--- src/rtl/avmm_pkg.sv ---
// Shared types and helpers for the Avalon-MM memory responder.
// Covers the default bus widths, the power-up memory pattern and the address legality check.
package avmm_pkg;

  localparam int DEF_DATA_W = 64;
  localparam int DEF_ADDR_W = 32;

  typedef logic [63:0] word_t;

  // Each byte of word idx holds idx+1, so a dump shows the word index at a glance.
  function automatic word_t init_word(input int idx);
    logic [7:0] b;
    b = 8'(idx + 1);
    return {8{b}};
  endfunction

  // A legal address is 8-byte aligned and selects one of the depth words.
  function automatic logic addr_ok(input logic [63:0] addr, input int depth);
    return (addr[2:0] == 3'b000) && ((addr >> 3) < 64'(depth));
  endfunction

endpackage

--- src/rtl/rd_delay_pipe.sv ---
// Fixed-latency delay line for read responses: {valid, data} shifted one stage per clock.
// Stage 0 is loaded at the read accept edge.
module rd_delay_pipe #(
  parameter int LATENCY = 4,
  parameter int DATA_W  = 64
) (
  input  logic              clk,
  input  logic              rst,
  input  logic              in_valid,
  input  logic [DATA_W-1:0] in_data,
  output logic              out_valid,
  output logic [DATA_W-1:0] out_data
);

  logic [LATENCY-1:0] valid_q;
  logic [DATA_W-1:0]  data_q [LATENCY];

  always_ff @(posedge clk) begin
    if (rst) begin
      valid_q <= '0;
      for (int i = 0; i < LATENCY; i++) begin
        data_q[i] <= '0;
      end
    end else begin
      valid_q[0] <= in_valid;
      data_q[0]  <= in_data;
      for (int i = 1; i < LATENCY; i++) begin
        valid_q[i] <= valid_q[i-1];
        data_q[i]  <= data_q[i-1];
      end
    end
  end

  assign out_valid = valid_q[LATENCY-1];
  assign out_data  = data_q[LATENCY-1];

endmodule

--- src/rtl/avmm_mem_responder.sv ---
// Avalon-MM slave memory model with pipelined fixed-latency reads and single-cycle writes.
// The number of outstanding reads is bounded through waitrequest.
module avmm_mem_responder
  import avmm_pkg::*;
#(
  parameter int DATA_W   = DEF_DATA_W,
  parameter int ADDR_W   = DEF_ADDR_W,
  parameter int DEPTH    = 16,
  parameter int LATENCY  = 4,
  parameter int MAX_PEND = 3
) (
  input  logic              clk,
  input  logic              rst,
  input  logic [ADDR_W-1:0] address,
  input  logic              read,
  input  logic              write,
  input  logic [DATA_W-1:0] writedata,
  output logic              waitrequest,
  output logic [DATA_W-1:0] readdata,
  output logic              readdatavalid,
  input  logic              stall,
  output logic              err
);

  localparam int IDX_W = $clog2(DEPTH);
  localparam int CNT_W = $clog2(MAX_PEND + 1);

  logic [DATA_W-1:0] mem [DEPTH];
  logic [CNT_W-1:0]  pend_cnt;
  logic [IDX_W-1:0]  word_idx;
  logic              in_range;
  logic              rd_acc;
  logic              wr_acc;
  logic              conflict;
  logic [DATA_W-1:0] rd_word;
  logic              pipe_valid;
  logic [DATA_W-1:0] pipe_data;

  assign word_idx = address[IDX_W+2:3];
  assign in_range = addr_ok(64'(address), DEPTH);

  // Only registered state and the stall hook feed waitrequest; read/write never reach it.
  assign waitrequest = stall | (pend_cnt == CNT_W'(MAX_PEND));

  assign conflict = read & write;
  assign rd_acc   = read & ~write & ~waitrequest;
  assign wr_acc   = write & ~read & ~waitrequest;
  assign rd_word  = in_range ? mem[word_idx] : '0;

  always_ff @(posedge clk) begin
    if (rst) begin
      for (int i = 0; i < DEPTH; i++) begin
        mem[i] <= DATA_W'(init_word(i));
      end
    end else if (wr_acc && in_range) begin
      mem[word_idx] <= writedata;
    end
  end

  rd_delay_pipe #(
    .LATENCY (LATENCY),
    .DATA_W  (DATA_W)
  ) u_rd_delay_pipe (
    .clk       (clk),
    .rst       (rst),
    .in_valid  (rd_acc),
    .in_data   (rd_word),
    .out_valid (pipe_valid),
    .out_data  (pipe_data)
  );

  // A response leaving the pipe this edge frees its slot in the same edge it is emitted.
  always_ff @(posedge clk) begin
    if (rst) begin
      pend_cnt <= '0;
    end else begin
      case ({rd_acc, pipe_valid})
        2'b10:   pend_cnt <= pend_cnt + CNT_W'(1);
        2'b01:   pend_cnt <= pend_cnt - CNT_W'(1);
        default: pend_cnt <= pend_cnt;
      endcase
    end
  end

  always_ff @(posedge clk) begin
    if (rst) begin
      readdatavalid <= 1'b0;
      readdata      <= '0;
    end else begin
      readdatavalid <= pipe_valid;
      if (pipe_valid) begin
        readdata <= pipe_data;
      end
    end
  end

  // Range errors count only for accepted transfers; a read/write collision always counts.
  always_ff @(posedge clk) begin
    if (rst) begin
      err <= 1'b0;
    end else if (conflict || ((rd_acc || wr_acc) && !in_range)) begin
      err <= 1'b1;
    end
  end

endmodule
--- config.mk ---
export PLATFORM = sky130hd
export DESIGN_NAME = avmm_mem_responder
export DESIGN_NICKNAME = d
export VERILOG_FILES = /design/src/rtl/avmm_pkg.sv /design/src/rtl/rd_delay_pipe.sv /design/src/rtl/avmm_mem_responder.sv
export SDC_FILE = /design/constraint.sdc
export NUM_CORES = 2
export LEC_CHECK = 0
export ABC_CLOCK_PERIOD_IN_PS = 7100
export BUFFER_PORTS_ARGS = -buffer_cell sky130_fd_sc_hd__buf_2
export CORE_ASPECT_RATIO = 2
export CORE_MARGIN = 3
export CORE_UTILIZATION = 30
export CTS_BUF_LIST = sky130_fd_sc_hd__clkbuf_16
export CTS_CLUSTER_DIAMETER = 100
export DETAILED_ROUTE_END_ITERATION = 10
export HOLD_SLACK_MARGIN = 0.08
export MAX_ROUTING_LAYER = met4
export PLACE_DENSITY_LB_ADDON = 0.1
export SYNTH_ARGS = -nofsm -noshare
export SYNTH_HDL_FRONTEND = slang
export SYNTH_SLANG_ARGS = --single-unit
export TNS_END_PERCENT = 10
--- constraint.sdc ---
create_clock -name clk -period 7.1 [get_ports clk]
set_clock_uncertainty 0.15 [all_clocks]
set_input_delay 1.065 -clock clk [delete_from_list [all_inputs] [get_ports clk]]
set_output_delay 1.065 -clock clk [all_outputs]
set_load 0.03 [all_outputs]
* After elaboration in Yosys (flattened, before gate mapping)
Memory sizes are Yosys's and may differ from the RTL's. A register that Yosys moved wholly into a read port is not among the register bits.
Cells that the tools add are included.
Widths: inputs -> output; s select.
** Operators by class
- Bitwise logic cells :: 13
- Divide/modulo/power cells :: 0
- $mul :: 0
- $add $sub $neg :: 2
- $lt $le $gt $ge :: 1
- Reduce and logical (&&, ||, !) cells :: 9
- Equality and inequality tests :: 3
- Muxes and demuxes :: 15
- Shifts and indexed selects :: 0
** Operators with widths (number)
- $mux 64 :: 6
- $reduce_or 64->1 :: 1
- $lt 29x5->1 const B :: 1
- $mux 1 :: 7
- $and 1x1->1 :: 5
- $or 1x1->1 :: 5
- $eq 2x2->1 const B :: 2
- $mux 4 :: 1
- $pmux 2 s2 :: 1
- $logic_and 1x1->1 :: 3
- $logic_not 3->1 :: 1
- $not 1->1 :: 3
- $add 2x1->2 const B :: 1
- $eq 2x1->1 const B :: 1
- $logic_or 1x1->1 :: 2
- $reduce_bool 2->1 :: 1
- $sub 2x1->2 const B :: 1
- $logic_not 1->1 :: 1
** Storage, ports and cells
- Memory bits (read-only) :: 0
- Bits of input ports :: 101
- Bits in registers :: 8
- RAM bits :: 1280
- Latch bits :: 0
- Output and inout bits :: 67
- Memories :: 2
- Logic and storage cells :: 49
** Memories
- mem :: words 16, width 64, rd ports 1, clocked after Yosys merged registers in 0, write ports 16, RTL line avmm_mem_responder.sv:28 : logic [DATA_W-1:0] mem [DEPTH];
- u_rd_delay_pipe.data_q :: words 4, width 64, rd ports 4, clocked after Yosys merged registers in 1, write ports 4, RTL line rd_delay_pipe.sv:16 : logic [DATA_W-1:0] data_q [LATENCY];

* Logic depth before layout (Yosys ltp)
- Depth in word-level cells :: 10
- Mapped depth :: 8
- Depth with buffers taken out :: 6

* Modules after synthesis
Synthesis repeated with hierarchy kept, for this count alone.
** Second synthesis, totals
- Cells, all modules :: 4061
- Area total of the unflattened synthesis :: 55585.8 um^2
** Modules (own cells, without submodules)
- avmm_mem_responder :: cells each 3512, seq. area each 32110.8 um^2, instances 1, area each 47833.4 um^2
- rd_delay_pipe :: cells each 549, seq. area each 5205.0 um^2, instances 1, area each 7752.4 um^2

* Worst setup path before layout
No wires, ideal clock.
- Kind :: input -> register
- Start point :: in stall
- End point :: mem mem[13][0], enable pin
- Stages :: 7
- Required time :: 6.529 ns
- Arrival time :: 3.857 ns
- Setup time :: 0.421 ns
- Path buffers :: 2
- Slack :: 2.672 ns
- Path through :: a21oi_1 > inv_1 > nor3b_2 > and4_1 > clkbuf_1 > clkbuf_1 > a21o_1
** RTL lines
- start: declaration :: RTL line avmm_mem_responder.sv:21 : input logic stall,
- end: declaration :: RTL line avmm_mem_responder.sv:28

==> results.txt <==
CTS Buffer Depth: 4
WL final: 188000 um
DRT met1 WL: 76000 um
num ports: 168
fin util: 34.2%
post-route ant nets: 0
final worst-path cycle share: 59.5%
CP Launch Type: primary input
core area: 183000 um2
CTS buffer count: 140
Die W: 310 um
Synth warnings: 0
Clock Pin Slew Worst Setup and Hold Paths: 0.06 ns
DP HPWL: 98700 um
Die Area: 190000 um2
Final setup viols: 0
Tmin final: 4.23 ns
Crit Path Max Fanout: 62
Cell Area, Synth: 55400 um2
final hold viol count: 0
outcome: finished clean
initial DRC count: 2957
setup TNS: 0 ns
PostCTS Resize Cnt: 0
Peak VDD IR: 0.138 mV
max-cap viol count: 0
vias in the first global route: 35411
Via Count: 33525
Worst Hold Class: flop to flop
Post-Syn Instances: 3752
Synth Register Bits: 1352
Worst Setup Path Type: primary input to flop
Clock Sink Count: 1352
Die Height: 614 um
Slew Viols, Final: 0
H-tree levels: 4
number of flops mapped to enable cells by yosys: 1024
relative slew slack: 18.1%
layout cell share with drive strength beyond 1: 22.0%
Starting Density: 30.2%
cts hold-fix bufs: 0
crit end category: flop
global-route wire length before repair: 269000 um
post-synth cell types: 36
fmax: 237 MHz
Leakage: 19.4 nW
most common cell in the netlist: edfxtp_1
overall global routing resource usage: 20.1%
Area Growth Syn to Fin: 13.1%
Via density: 5.46
ys flop type: edfxtp_1
Cell Pwr Density: 275 nW/um2
worst-skew pair later-pin latency: 0.80 ns
Final GP Congestion: 0.726
CP required: 7.41 ns
largest net degree at the start of global routing: 135
root buffer cell: clkbuf_16
DR WL met3: 7970 um
total grt overflow: 0
Worst EP arrival: 4.54 ns
Post-synth ARST share: 0%
syn_area_per_cell: 14.8 um2
DR WL/cell: 30.6 um
RSZ-0062 raised after global routing: no
IO Port Bufs: 167
CTS tree: yes
DR WL met2: 99300 um
Seq/Total Area, Yosys: 67.4%
share of the synthesized area in the top cell type: 55.5%
post-synth top area cell: edfxtp_1
main area contributors after synthesis: edfxtp_1 (56%), dfxtp_1 (12%), mux4_2 (10%)
post-CTS setup buffer count: 0
DR pass1 iterations: 7
row cnt: 222
highest metal used: met4
fin nets: 3785
Commonest cells post-synth: edfxtp_1 (1024), nor3_1 (481), clkbuf_1 (368)
initial antenna violation count: 8
worst-margin pin slew: 1.23 ns
DRC Markers: 0
syn nets: 3854
-- cells in the final DEF, fill, tap and decap left out, types with 3 or more instances in the layout --
master	n
clkbuf_16	145
nand3_1	161
buf_8	3
nor2_1	68
dfxtp_1	327
nor2b_4	4
a21oi_1	67
buf_2	164
buf_12	13
a21o_4	10
mux4_2	256
a22oi_1	128
inv_1	98
clkinv_1	32
edfxtp_1	1024
nor3_1	481
diode_2	5
clkinv_2	15
bufinv_16	9
nor4_2	105
nor4_1	183
buf_4	78
nand4_1	108
mux2i_1	64
nor2b_1	196
a31o_4	6
nand2b_4	3
-- per-stage QoR --
stage          setup WS (ns)  hold WS [ns]  power (W)  std cells  cell area, um2
2_1_floorplan           2.67         0.264    0.00969       3752           55400
3_3_place_gp            2.11         0.270     0.0102       5893           58300
4_1_cts                 2.90         0.281     0.0174       6133           62600
5_1_grt                 2.71         0.299     0.0177       6137           62600
3_5_place_dp            2.07         0.270     0.0102       5893           58300
6_report                2.87         0.281     0.0172       6138           62600
-- power by group --
part / total, W / internal (W) / leakage, nW / switching, W
logic: 0.00116 / 0.000341 / 4.65 / 0.000817
clock network: 0.00719 / 0.00401 / 2.22 / 0.00317
registers: 0.00886 / 0.00877 / 12.5 / 0.0000870
total: 0.0172 / 0.0131 / 19.4 / 0.00408
-- state kept, by name (all words and copies together) (netlist names) --
name	flops
u_rd_delay_pipe.valid_q	4
pend_cnt	2
err	1
u_rd_delay_pipe.data_q	256
readdatavalid	1
readdata	64
mem	1024
-- cell type report --
cell class	count	area, um2
Clock buffer	145	3630
Timing Repair Buffer	258	1710
Tap cell	2352	2940
Clock inverter	95	643
Multi-Input combinational cell	1866	16100
Fill cell	17858	121000
Sequential cell	1352	37300
Inverter	65	244
Antenna cell	5	12.5
-- kinds of logic after synthesis --
group                      count (synthesis)  synth area share [%]
AOI/OAI and AO/OA                        214                  2.60
adders and majority gates                  1                0.0226
DFF                                     1352                  67.4
muxes                                    320                  11.6
xor gates and xnor gates                   2                0.0316
and+or+nand+nor                         1329                  14.4
buffers and inverters                    534                  3.96
-- per-layer routing --
layer / global-route usage (%) / up-vias
met5: - / -
met4: 5.06 / 0
met3: 2.18 / 235
met2: 35.7 / 916
met1: 24.4 / 17883
li1: - / 14491
-- critical path: stages --
cell and delay (ns):
buf_8 0.26, or2_4 0.53, nor2_1 0.19, and4_2 0.45, buf_4 0.47, a21o_4 1.01
buf_4 0.41
-- path summary, 6_finish.rpt --
path	endpoint	cells past startpoint	slack [ns]	from
max	mem[12][27]	7	2.87	address[4]
min	u_rd_delay_pipe.data_q[3][11]	1	0.28	u_rd_delay_pipe.data_q[2][11]
max reg2reg	mem[12][27]	7	2.97	pend_cnt[0]
min reg2reg	u_rd_delay_pipe.data_q[3][11]	1	0.28	u_rd_delay_pipe.data_q[2][11]
No activity file was read; power rests on OpenSTA's default activity.
